[src/rtl/irq_ctrl.sv]
// rtl/irq_ctrl.sv - edge-detecting, masked, fixed-priority interrupt controller with ISR tracking
module irq_ctrl #(
   parameter int N_SRC = 4,
   parameter int ID_W  = $clog2(N_SRC)
) (
   input  logic             clk,
   input  logic             rst,
   input  logic [N_SRC-1:0] src_irq,
   input  logic             irq_entry,
   input  logic             irq_resume,
   output logic             irq,
   output logic             irq_active,
   output logic [ID_W-1:0]  irq_id,
   input  logic             reg_we,
   input  logic [1:0]       reg_addr,
   input  logic [31:0]      reg_wdata,
   output logic [31:0]      reg_rdata
);

   typedef enum logic [1:0] {
      ST_IDLE   = 2'd0,
      ST_REQ    = 2'd1,
      ST_ACTIVE = 2'd2
   } state_t;

   localparam logic [1:0] A_CTRL    = 2'd0;
   localparam logic [1:0] A_MASK    = 2'd1;
   localparam logic [1:0] A_PENDING = 2'd2;
   localparam logic [1:0] A_CAUSE   = 2'd3;

   state_t             state_q, state_d;
   logic [N_SRC-1:0]   src_q;
   logic [N_SRC-1:0]   pending_q, pending_d;
   logic [N_SRC-1:0]   mask_q, mask_d;
   logic               gie_q, gie_d;
   logic [ID_W-1:0]    irq_id_q, irq_id_d;

   logic [N_SRC-1:0]   rise;
   logic [N_SRC-1:0]   elig;
   logic               any_elig;
   logic [ID_W-1:0]    winner;
   logic               take;
   logic [N_SRC-1:0]   entry_clr;
   logic [N_SRC-1:0]   w1c_clr;

   // upper write-data bits have no register behind them
   logic               unused_wdata;
   assign unused_wdata = ^reg_wdata[31:N_SRC];

   assign rise     = src_irq & ~src_q;
   assign elig     = pending_q & mask_q & {N_SRC{gie_q}};
   assign any_elig = |elig;

   // lowest eligible index wins: scan from the top so the lowest set bit is written last
   always_comb begin
      winner = '0;
      for (int i = N_SRC - 1; i >= 0; i--) begin
         if (elig[i]) begin
            winner = ID_W'(i);
         end
      end
   end

   // request/ISR sequencing; an emptied eligible set in REQ withdraws the request before entry can latch
   always_comb begin
      state_d  = state_q;
      irq_id_d = irq_id_q;
      take     = 1'b0;
      case (state_q)
         ST_IDLE: begin
            if (any_elig) begin
               state_d = ST_REQ;
            end
         end
         ST_REQ: begin
            if (!any_elig) begin
               state_d = ST_IDLE;
            end else if (irq_entry) begin
               take     = 1'b1;
               irq_id_d = winner;
               state_d  = ST_ACTIVE;
            end
         end
         ST_ACTIVE: begin
            if (irq_resume) begin
               state_d = ST_IDLE;
            end
         end
         default: begin
            state_d = ST_IDLE;
         end
      endcase
   end

   // pending: both clears apply, and a fresh rise on the same bit overrides either clear
   always_comb begin
      entry_clr = take ? (N_SRC'(1) << winner) : '0;
      w1c_clr   = (reg_we && (reg_addr == A_PENDING)) ? reg_wdata[N_SRC-1:0] : '0;
      pending_d = (pending_q & ~w1c_clr & ~entry_clr) | rise;
   end

   // software-written control and mask registers
   always_comb begin
      gie_d  = gie_q;
      mask_d = mask_q;
      if (reg_we && (reg_addr == A_CTRL)) begin
         gie_d = reg_wdata[0];
      end
      if (reg_we && (reg_addr == A_MASK)) begin
         mask_d = reg_wdata[N_SRC-1:0];
      end
   end

   // state register with synchronous active-low reset
   always_ff @(posedge clk) begin
      if (!rst) begin
         state_q   <= ST_IDLE;
         src_q     <= '0;
         pending_q <= '0;
         mask_q    <= '0;
         gie_q     <= 1'b0;
         irq_id_q  <= '0;
      end else begin
         state_q   <= state_d;
         src_q     <= src_irq;
         pending_q <= pending_d;
         mask_q    <= mask_d;
         gie_q     <= gie_d;
         irq_id_q  <= irq_id_d;
      end
   end

   // both outputs are pure decodes of the state flop, so they behave as registered signals
   assign irq        = (state_q == ST_REQ);
   assign irq_active = (state_q == ST_ACTIVE);
   assign irq_id     = irq_id_q;

   // combinational register read-back
   always_comb begin
      reg_rdata = '0;
      case (reg_addr)
         A_CTRL:    reg_rdata = 32'(gie_q);
         A_MASK:    reg_rdata = 32'(mask_q);
         A_PENDING: reg_rdata = 32'(pending_q);
         A_CAUSE:   reg_rdata = (32'(irq_active) << 8) | 32'(irq_id_q);
         default:   reg_rdata = '0;
      endcase
   end

endmodule

[config.mk]
export PLATFORM = sky130hd
export DESIGN_NAME = irq_ctrl
export DESIGN_NICKNAME = d
export VERILOG_FILES = /design/src/rtl/irq_ctrl.sv
export SDC_FILE = /design/constraint.sdc
export NUM_CORES = 1
export LEC_CHECK = 0
export ABC_AREA = 0
export CORE_ASPECT_RATIO = 1.2
export CORE_MARGIN = 2
export CORE_UTILIZATION = 35
export CTS_CLUSTER_SIZE = 20
export DETAILED_ROUTE_END_ITERATION = 10
export PLACE_DENSITY = 0.95
export RECOVER_POWER = 50
export SETUP_SLACK_MARGIN = 0.05
export SYNTH_ARGS = -nofsm -noshare
export SYNTH_HDL_FRONTEND = slang
export SYNTH_SLANG_ARGS = --single-unit
[constraint.sdc]
create_clock -name clk -period 2.5 [get_ports clk]
set_input_delay 0.5 -clock clk [delete_from_list [all_inputs] [get_ports clk]]
set_output_delay 0.5 -clock clk [all_outputs]
set_load 0.05 [all_outputs]
# Yosys cells after proc, flatten, opt, wreduce, memory -nomap -nowiden
# Cells that the tools add are included.
[word_totals]
regBits = 17
input_bits = 43
wordCells = 48
[classes]
n_eq_ne = 8
n_shift = 1
n_mux = 15
bitwise_logic = 10
n_reduce_logical = 8
[ops]
columns = ["operator", "count"]
rows = [
  ["$pmux W32 S4", 1],
  ["$and A4 B4 Y4", 5],
  ["$mux W2", 8],
  ["$not A4 Y4", 3],
  ["$or A9 B2 Y9", 1],
  ["$mux W4", 2],
  ["$eq A2 B2 Y1 const B", 3],
  ["$pmux W2 S3", 1],
  ["$reduce_and A3 Y1", 2],
  ["$eq A2 B1 Y1 const B", 2],
  ["$logic_not A2 Y1", 2],
  ["$ne A2 B2 Y1 const B", 2],
  ["$or A4 B4 Y4", 1],
  ["$reduce_or A4 Y1", 1],
  ["$shl A1 B2 Y4 const A", 1],
  ["$logic_and A1 B1 Y1", 3],
  ["$mux W1", 3],
  ["$ne A3 B3 Y1 const B", 1],
]

# Logic depth before layout (Yosys ltp)
# Gate-level depths: netlist (run 1).
[depth]
word_depth = 11
depth_mapped = 5
mapped_depth_nobuf = 4

# Worst setup path before layout (run 1)
# OpenSTA, ideal clock, no wires.
[synth_timing]
path_kind = "flip-flop to output port"
startpoint = "register state_q[1]"
endpoint = "output port reg_rdata[8]"
arrival_time_ns = 1.694
t_required_ns = 2.000
setup_slack_ns = 0.306
stages_incl_launch_ff = 3
path_buffers = 0
path_cell_list = "dfxtp_1 -> nor2b_1 -> and3_1"
[synth_between]
elab_chain_cells = 3
[synth_lines]
columns = ["element", "line_no", "source"]
rows = [
  ["from (decl)", "31", "state_t state_q, state_d;"],
  ["from (signal assigned)", "124", "state_q <= state_d;"],
  ["$eq A2 B2 Y1", "135", "assign irq_active = (state_q == ST_ACTIVE);"],
  ["named net irq_active", "12", "output logic irq_active,"],
  ["$or A9 B2 Y9", "145", "A_CAUSE: reg_rdata = (32'(irq_active) << 8) | 32'(irq_id_q);"],
  ["$pmux W32 S4", "141", "case (reg_addr)"],
  ["to (decl)", "17", "output logic [31:0] reg_rdata"],
]
# The timed path passes the listed nets, and every way through them passes these cells. The select of a mux whose other input is x is not followed.

# Final worst setup path (run 1)
[layout_timing]
startpoint = "input port reg_addr[1]"
endpoint = "output port reg_rdata[3]"
[layout_between]
elab_chain_cells = 2
word_cells_on_any_way = 5
[layout_lines]
columns = ["element", "line_no", "source"]
rows = [
  ["from (decl)", "15", "input logic [1:0] reg_addr,"],
  ["$eq A2 B2 Y1 (tied with other cells)", "141", ""],
  ["$pmux W32 S4 *", "141", ""],
]
# Mark *: on every way between the ends. The rest lies on a longest branch, timed or not. The select of a mux whose other input is x is not followed.

==> results.py, run 1 <==
metrics = {
    "run_status": {
        "outcome": "complete, no violations",
    },
    "sta": {
        "setup_tns_ps": 0,
        "timing.final.crit_share_pct": 94.6,
        "tightest_slew_ps": 502,
        "drv_slew": 0,
        "setup_viol": 0,
        "grt_setup_unrepaired": "false",
        "fin_crit_ps": 2370,
        "clock_skew_ps": 2.82,
        "fmax_ghz": 0.423,
        "relSlewSlack_pct": 66.5,
        "hold_viol": 0,
    },
    "final_layout": {
        "final_cells": 179,
        "utilization_pct": 44.5,
        "multi_input_area_um2": 517,
        "drive_gt1_share_pct": 10.3,
        "n_antenna_cell": 0,
        "fin_nets": 189,
        "syn_to_final_growth_pct": 22.8,
        "fillers": 284,
        "regArea_um2": 340,
    },
    "place": {
        "port_buffers": 23,
        "globalplace.congestion": 0.853,
        "post-dp-hpwl_um": 1580,
        "placed_cells": 175,
    },
    "clock_tree": {
        "path_clk_slew_ps": 100,
        "tritoncts.num_buffers": 3,
        "post_cts_buffers": 0,
        "cts_max_path_buffers": 2,
        "worstSkewPairLatency_ps": 300,
        "holdBufCountCts": 0,
        "tritoncts": "built",
        "cts_sinks": 17,
        "htreeDepth": 1,
        "root_buffer": "clkbuf_4",
        "cts_resized": 0,
    },
    "power": {
        "leakage_nw": 0.520,
        "p_per_area_mw_per_mm2": 506,
        "vdd_drop_max_uv": 275,
    },
    "routing": {
        "vias": 868,
        "drt_wl_total_um": 2100,
        "first_pass_iters": 4,
        "final_antenna_net_count": 0,
        "route.detailed.drc": 0,
        "wire_per_inst_um": 11.7,
        "drt_iter0_drc": 24,
        "viasPerCell": 4.85,
    },
    "logic_synthesis": {
        "syn_area_per_cell_um2": 8.33,
        "yosys.area_share.simple_pct": 21.5,
        "synth_ff_type": "dfxtp_1",
        "synth.cell_area_um2": 1000,
        "yosys_warnings": 0,
        "synth_xor_area_share_pct": 0,
        "synth_edf_count": 0,
        "ys_types": 32,
        "syn-instance-count": 120,
        "synth_mux_area_share_pct": 3.75,
        "synth_compound_area_share_pct": 16.3,
        "ys_seq_elements": 17,
        "synth-async-reset-ratio_pct": 0,
        "yosysSeqAreaShare_pct": 34.0,
        "synth_adder_area_share_pct": 0,
        "synth_top_family_by_area": "buffers and inverters",
    },
    "global_route": {
        "grt_pass1_wl_um": 3430,
        "antenna_found_initial": 0,
        "grtUsageTotal_pct": 14.0,
        "gr-total-overflow": 0,
        "grt_max_degree": 12,
        "first_global_vias": 762,
    },
    "worst_setup_path": {
        "worstSetupStartpointType": "input pin",
        "crit_path_max_incr_delay_ps": 570,
        "arrival_ps": 1870,
        "crit_slowest_cell": "clkdlybuf4s50_1",
        "path_max_fanout": 6,
        "cp_data_required_time_ps": 2000,
        "crit_buf_inv": 2,
        "crit_path_end_kind": "primary output",
        "critPathKind": "input pin to primary output",
        "cp_cell_sequence": "clkdlybuf4s50_1, nor2b_1, a22o_1, buf_12",
        "cpLargestDelayFamily": "buffers and inverters",
    },
    "floorplan": {
        "io_pins": 79,
        "initial_core_util_pct": 36.2,
        "rows": 21,
        "core_mm2": 0.00276,
        "die_w_um": 52.8,
        "dieArea_mm2": 0.00330,
        "die_y_um": 62.5,
    },
    "worst_hold_path": {
        "min_path_type": "register to register",
    },
    "run": {
        "cap_viol_max_count": 0,
    },
}
==> path summary, 6_finish.rpt <==
kind                     from           end  slack (ps)  cells after the start
setup / recovery  reg_addr[1]  reg_rdata[3]         130                      4
hold / removal       src_q[3]  pending_q[3]         430                      1
setup reg to reg        gie_q     irq_id[0]        1100                      4
hold reg to reg      src_q[3]  pending_q[3]         430                      1
==> sequential cells by signal, indices dropped and copies added, names as in the netlist <==
name and cells:
gie_q 1, mask_q 4, src_q 4, state_q 2
irq_id 2, pending_q 4
==> layer usage <==
| layer | GRT usage, % | vias to the layer above | part of all wire [%] |
|---|---|---|---|
| li1 | - | 411 | - |
| met5 | 0 | - | 0 |
| met2 | 21.7 | 46 | 50 |
| met4 | 8.33 | 0 | 2.3 |
| met3 | 3.59 | 5 | 7.3 |
| met1 | 17.0 | 406 | 41 |
==> stage by stage <==
step	worst slack [ps]	hold slack (ps)	area, µm²	power, mW
finish	135	428	1230	0.622
CTS	141	428	1230	0.630
floorplan	306	399	1100	0.462
global placement	147	404	1200	0.474
global route	69.9	446	1230	0.656
detailed placement	142	418	1200	0.477
==> power breakdown <==
part / total, mW / internal (mW) / switching, mW
registers: 0.294 / 0.283 / 0.0114
logic: 0.176 / 0.0456 / 0.131
clock network: 0.151 / 0.0623 / 0.0886
total: 0.622 / 0.391 / 0.231
==> worst register-to-register path, cell delays in order, from the launching register on <==
cell and delay (ps):
dfxtp_1 440, and4b_4 300, o21ai_2 90, or3b_1 380
a21oi_2 120
==> logic make-up after synthesis <==
group	Yosys count
buffers and inverters	35
AND/OR/NAND/NOR	42
other	1
flip-flops	17
AO/OA/AOI/OAI	23
multiplexers	2
==> layout by cell type (no fill, tap or decap), drive strengths merged <==
master	instances
conb	27
dfxtp	17
nand2	16
clkdlybuf4s50	16
nand3	11
a21oi	9
buf	7
nor2b	5
a22o	5
clkbuf	5
inv	3
nand4	2
o22ai	2
nor2	2
dlygate4sd3	2
o21ai	2
mux4	1
mux2	1
and3	1
clkinv	1
and4b	1
a32o	1
or3b	1
nand2b	1
nor3b	1
a211oi	1
o211a	1
and2	1
a31oi	1
a32oi	1
==> cell type report <==
type | instances | area share [%]
Tap cell | 34 | 3.47
Timing Repair Buffer | 26 | 23.3
Inverter | 4 | 1.22
Multi-Input combinational cell | 94 | 42.1
Clock buffer | 4 | 2.14
Sequential cell | 17 | 27.7
==> cells in the mapped netlist (2+ instances only) <==
library cell	n	area share (%)
nand4_1	2	1.3
a22o_1	4	3.5
a21oi_1	8	4.0
o22ai_1	2	1.3
buf_4	27	20
nand3_1	11	5.5
nor2b_1	5	3.1
dfxtp_1	17	34
clkbuf_1	3	1.1
nand2_1	16	6.0
nor2_1	2	0.75
inv_1	3	1.1
Power figures use the tool's default switching activity.
==> run 2, diff against run 1 <==
==> constraint.sdc (replaced) <==
create_clock -name clk -period 2.9 [get_ports clk]
set_input_delay 0.58 -clock clk [delete_from_list [all_inputs] [get_ports clk]]
set_output_delay 0.58 -clock clk [all_outputs]
set_load 0.05 [all_outputs]
==> results.py, run 2 (same netlist as run 1, synthesis figures left out) <==
metrics = {
    "run_status": {
        "outcome": "complete, no violations",
    },
    "clock_tree": {
        "tritoncts.num_buffers": 3,
        "tritoncts": "built",
        "cts_resized": 0,
        "path_clk_slew_ps": 110,
        "post_cts_buffers": 0,
        "cts_max_path_buffers": 2,
        "holdBufCountCts": 0,
        "worstSkewPairLatency_ps": 300,
        "root_buffer": "clkbuf_4",
        "cts_sinks": 17,
        "htreeDepth": 1,
    },
    "sta": {
        "drv_slew": 0,
        "setup_tns_ps": 0,
        "relSlewSlack_pct": 66.3,
        "grt_setup_unrepaired": "false",
        "setup_viol": 0,
        "fin_crit_ps": 2580,
        "tightest_slew_ps": 504,
        "clock_skew_ps": 4.37,
        "timing.final.crit_share_pct": 88.8,
        "hold_viol": 0,
        "fmax_ghz": 0.388,
    },
    "worst_hold_path": {
        "min_from": "src_q[1]",
        "whs_path_depth": 1,
        "hold_end": "pending_q[1]",
        "min_path_type": "register to register",
    },
    "final_layout": {
        "reg_top3": "mask_q: 4 flops, pending_q: 4 flops, src_q: 4 flops",
        "utilization_pct": 43.7,
        "mostFrequentLayoutCells": "conb_1 (27), dfxtp_1 (17), nand2_1 (16), clkdlybuf4s50_1 (15), nand3_1 (11)",
        "syn_to_final_growth_pct": 20.5,
        "stdcell_area_mm2": 0.00120,
        "drive_gt1_share_pct": 9.72,
        "n_antenna_cell": 0,
        "final_common_cell": "conb_1",
        "fillers": 288,
        "fin_nets": 188,
    },
    "power": {
        "combPwrFrac_pct": 28.0,
        "intPower_mw": 0.334,
        "vdd_drop_max_uv": 324,
        "swShare_pct": 37.8,
        "pwr-share-seq_pct": 47.2,
        "leakage_nw": 0.515,
        "p_per_area_mw_per_mm2": 445,
        "p_clk_share_pct": 24.7,
        "switchingPower_mw": 0.203,
    },
    "global_route": {
        "grt_max_degree": 12,
        "grtUsageTotal_pct": 12.7,
        "antenna_found_initial": 0,
        "grt_pass1_wl_um": 3180,
        "first_global_vias": 724,
        "gr-total-overflow": 0,
    },
    "routing": {
        "wire_per_inst_um": 11.3,
        "final_antenna_net_count": 0,
        "vias": 852,
        "route.detailed.drc": 0,
        "drt_wl_total_um": 2020,
        "drt_iter0_drc": 27,
        "first_pass_iters": 4,
        "viasPerCell": 4.79,
    },
    "floorplan": {
        "initial_core_util_pct": 36.2,
        "rows": 21,
        "dieArea_mm2": 0.00330,
        "core_mm2": 0.00276,
        "die_y_um": 62.5,
        "die_w_um": 52.8,
        "io_pins": 79,
    },
    "worst_setup_path": {
        "crit_buf_inv": 2,
        "path_max_fanout": 6,
        "rr_endpoint": "irq_id[0]",
        "arrival_ps": 2000,
        "crit_path_max_incr_delay_ps": 670,
        "cp_data_required_time_ps": 2320,
        "crit_path_end_kind": "primary output",
        "cp_cell_sequence": "dlygate4sd3_1, mux2_2, a22o_1, buf_12",
        "crit_slowest_cell": "dlygate4sd3_1",
        "r2r_start": "gie_q",
        "critPathKind": "input pin to primary output",
        "crit_start": "reg_addr[1]",
        "reg2regPathDepth": 4,
        "worstSetupStartpointType": "input pin",
        "r2r_setup_slack_ps": 1380,
        "cpLargestDelayFamily": "buffers and inverters",
    },
    "place": {
        "globalplace.congestion": 0.873,
        "port_buffers": 23,
        "post-dp-hpwl_um": 1510,
        "place_area_mm2": 0.00118,
    },
    "run": {
        "cap_viol_max_count": 0,
    },
}
==> run 2: changes by cell type in the layout (fill, tap and decap cells not counted), sizes merged <==
cell / before / now
clkbuf: 5 / 4
buf: 7 / 6
clkdlybuf4s50: 16 / 15
dlygate4sd3: 2 / 3
clkinv: 1 / 2
==> run 2: final cells by class <==
| class | instances | area [µm²] | share of cell area [%] |
|---|---|---|---|
| clock buffers | 3 | 22.5 | 1.87 |
| inverters | 4 | 15.0 | 1.25 |
| multi-input cells | 94 | 513 | 42.6 |
| repair buffers | 25 | 267 | 22.1 |
| clock inverters | 1 | 5.00 | 0.415 |
| well taps | 34 | 42.5 | 3.53 |
| flip-flops and latches | 17 | 340 | 28.2 |
==> run 2: power groups by stage <==
stage          logic [mW]  registers (mW)  clock network, mW
2_1_floorplan       0.142           0.256                  0
3_3_place_gp        0.149           0.258                  0
3_5_place_dp        0.151           0.259                  0
4_1_cts             0.151           0.253              0.133
5_1_grt             0.158           0.255              0.148
6_report            0.150           0.253              0.133
==> run 2: metrics by stage <==
step | instances | worst slack, ps | total power [mW] | hold WS (ps)
after floorplan | 146 | 626 | 0.398 | 399
final | 178 | 325 | 0.537 | 435
after detailed placement | 174 | 386 | 0.410 | 418
after global routing | 178 | 309 | 0.562 | 449
after global placement | 174 | 391 | 0.407 | 402
after CTS | 178 | 378 | 0.538 | 433
==> run 2: worst max path at each step <==
stage,end,cells past startpoint
floorplan,reg_rdata[8],2
global placement,reg_rdata[0],3
detailed placement,reg_rdata[0],3
CTS,reg_rdata[0],3
global route,reg_rdata[3],4
finish,reg_rdata[1],4
==> run 2: layer usage <==
| metal | up-vias | part of all wire, % | GRT usage, % |
|---|---|---|---|
| met5 | - | 0 | 0 |
| met4 | 0 | 2.1 | 6.09 |
| met3 | 5 | 8.0 | 3.11 |
| met2 | 47 | 48 | 18.9 |
| met1 | 388 | 42 | 17.0 |
| li1 | 412 | - | - |
==> run 2: worst register-to-register path: cells and delay by family (launching register included) <==
family | cells | cell delay, ps
AND/OR/NAND/NOR | 2 | 710
flip-flops | 1 | 440
AO/OA/AOI/OAI | 2 | 310
==> run 3, diff against run 2 <==
--- a/config.mk
+++ b/config.mk
@@ -6,12 +6,14 @@
 export NUM_CORES = 1
 export LEC_CHECK = 0
 export ABC_AREA = 0
+export CELL_PAD_IN_SITES_DETAIL_PLACEMENT = 0
+export CELL_PAD_IN_SITES_GLOBAL_PLACEMENT = 1
 export CORE_ASPECT_RATIO = 1.2
 export CORE_MARGIN = 2
-export CORE_UTILIZATION = 35
+export CORE_UTILIZATION = 23
 export CTS_CLUSTER_SIZE = 20
 export DETAILED_ROUTE_END_ITERATION = 10
-export PLACE_DENSITY = 0.95
+export PLACE_DENSITY = 0.94
 export RECOVER_POWER = 50
 export SETUP_SLACK_MARGIN = 0.05
 export SYNTH_ARGS = -nofsm -noshare
==> results.py, run 3 (same netlist as run 1, synthesis figures left out) <==
metrics = {
    "clock_tree": {
        "cts_max_path_buffers": 2,
        "root_buffer": "clkbuf_8",
        "holdBufCountCts": 0,
        "tritoncts.num_buffers": 3,
        "worstSkewPairLatency_ps": 250,
        "tritoncts": "built",
        "post_cts_buffers": 0,
        "path_clk_slew_ps": 70,
        "cts_resized": 0,
        "htreeDepth": 1,
        "cts_sinks": 17,
    },
    "global_route": {
        "grtUsageTotal_pct": 9.22,
        "grt_max_degree": 12,
        "first_global_vias": 796,
        "gr-total-overflow": 0,
        "grt_pass1_wl_um": 3580,
        "antenna_found_initial": 0,
    },
    "place": {
        "placed_cells": 197,
        "post-dp-hpwl_um": 1620,
        "place_area_mm2": 0.00122,
        "dp_worst_setup_slack_ps": 360,
        "globalplace.congestion": 0.794,
        "port_buffers": 23,
    },
    "sta": {
        "fin_crit_ps": 2560,
        "setup_tns_ps": 0,
        "setup_viol": 0,
        "tightest_slew_ps": 508,
        "fmax_ghz": 0.390,
        "holdWs_ps": 416,
        "drv_slew": 0,
        "hold_viol": 0,
        "setup_slack_ps": 336,
        "relSlewSlack_pct": 66.1,
        "clock_skew_ps": 1.96,
        "timing.final.crit_share_pct": 88.4,
        "grt_setup_unrepaired": "false",
    },
    "floorplan": {
        "core_mm2": 0.00423,
        "die_y_um": 76.2,
        "io_pins": 79,
        "rows": 26,
        "dieArea_mm2": 0.00489,
        "die_w_um": 64.2,
        "initial_core_util_pct": 23.6,
    },
    "routing": {
        "vias": 840,
        "route.detailed.drc": 0,
        "final_antenna_net_count": 0,
        "first_pass_iters": 4,
        "wire_per_inst_um": 10.7,
        "drt_iter0_drc": 17,
        "viasPerCell": 4.18,
        "drt_wl_total_um": 2160,
    },
    "worst_setup_path": {
        "path_max_fanout": 6,
        "r2r_setup_slack_ps": 1380,
        "worstSetupStartpointType": "input pin",
        "cp_data_required_time_ps": 2320,
        "crit_path_end_kind": "primary output",
        "arrival_ps": 1980,
        "critPathKind": "input pin to primary output",
    },
    "final_layout": {
        "n_antenna_cell": 0,
        "reg_top3": "mask_q: 4 flops, pending_q: 4 flops, src_q: 4 flops",
        "final_cells": 201,
        "drive_gt1_share_pct": 9.66,
        "mostFrequentLayoutCells": "conb_1 (27), dfxtp_1 (17), nand2_1 (16), clkdlybuf4s50_1 (15), nand3_1 (11)",
        "fin_nets": 189,
        "syn_to_final_growth_pct": 25.8,
        "stdcell_area_mm2": 0.00126,
        "final_common_cell": "conb_1",
    },
    "worst_hold_path": {
        "min_path_type": "register to register",
    },
    "power": {
        "vdd_drop_max_uv": 177,
        "p_per_area_mw_per_mm2": 464,
        "leakage_nw": 0.525,
    },
    "run": {
        "cap_viol_max_count": 0,
    },
    "run_status": {
        "outcome": "complete, no violations",
    },
}
==> run 3: cell count changes in the layout (fill, tap and decap cells not counted) <==
cell and delta:
buf_4 +1, clkbuf_1 +1, clkbuf_4 -3, clkbuf_8 +3, clkinv_2 -1
==> run 3: worst paths after layout <==
kind / endpoint / startpoint / cells after the start
min reg2reg: pending_q[1] / src_q[1] / 1
min: pending_q[1] / src_q[1] / 1
max: reg_rdata[2] / reg_addr[1] / 4
max reg2reg: irq_id[0] / gie_q / 4
==> run 3: routing by layer <==
layer	part of all wire, %	up-vias	track usage, %
li1	-	410	-
met1	44	386	11.3
met2	46	40	14.1
met3	8.8	4	2.95
met4	1.7	0	5.32
met5	0	-	0
==> run 3: worst max-delay path, stage by stage <==
cell	delay, ps
dlygate4sd3_1	630
nor2b_1	360
a22o_1	260
buf_12	150
==> run 3: layout make-up <==
type / instances / area (µm²)
clock buffer: 4 / 45.0
multi-input combinational: 94 / 513
fill: 485 / 2970
timing repair buffer: 26 / 274
sequential: 17 / 340
inverter: 4 / 15.0
tap: 56 / 70.1
==> run 3: per-stage QoR <==
step	power [mW]	util (%)
after floorplan	0.398	-
after global placement	0.410	28.8
after detailed placement	0.412	28.8
after CTS	0.590	29.9
after global routing	0.607	29.7
final	0.584	29.7
==> run 3: where the power goes <==
group | switching (mW) | internal [mW]
registers | 0.00954 | 0.244
clock network | 0.0810 | 0.0976
logic | 0.113 | 0.0390
total | 0.203 | 0.381
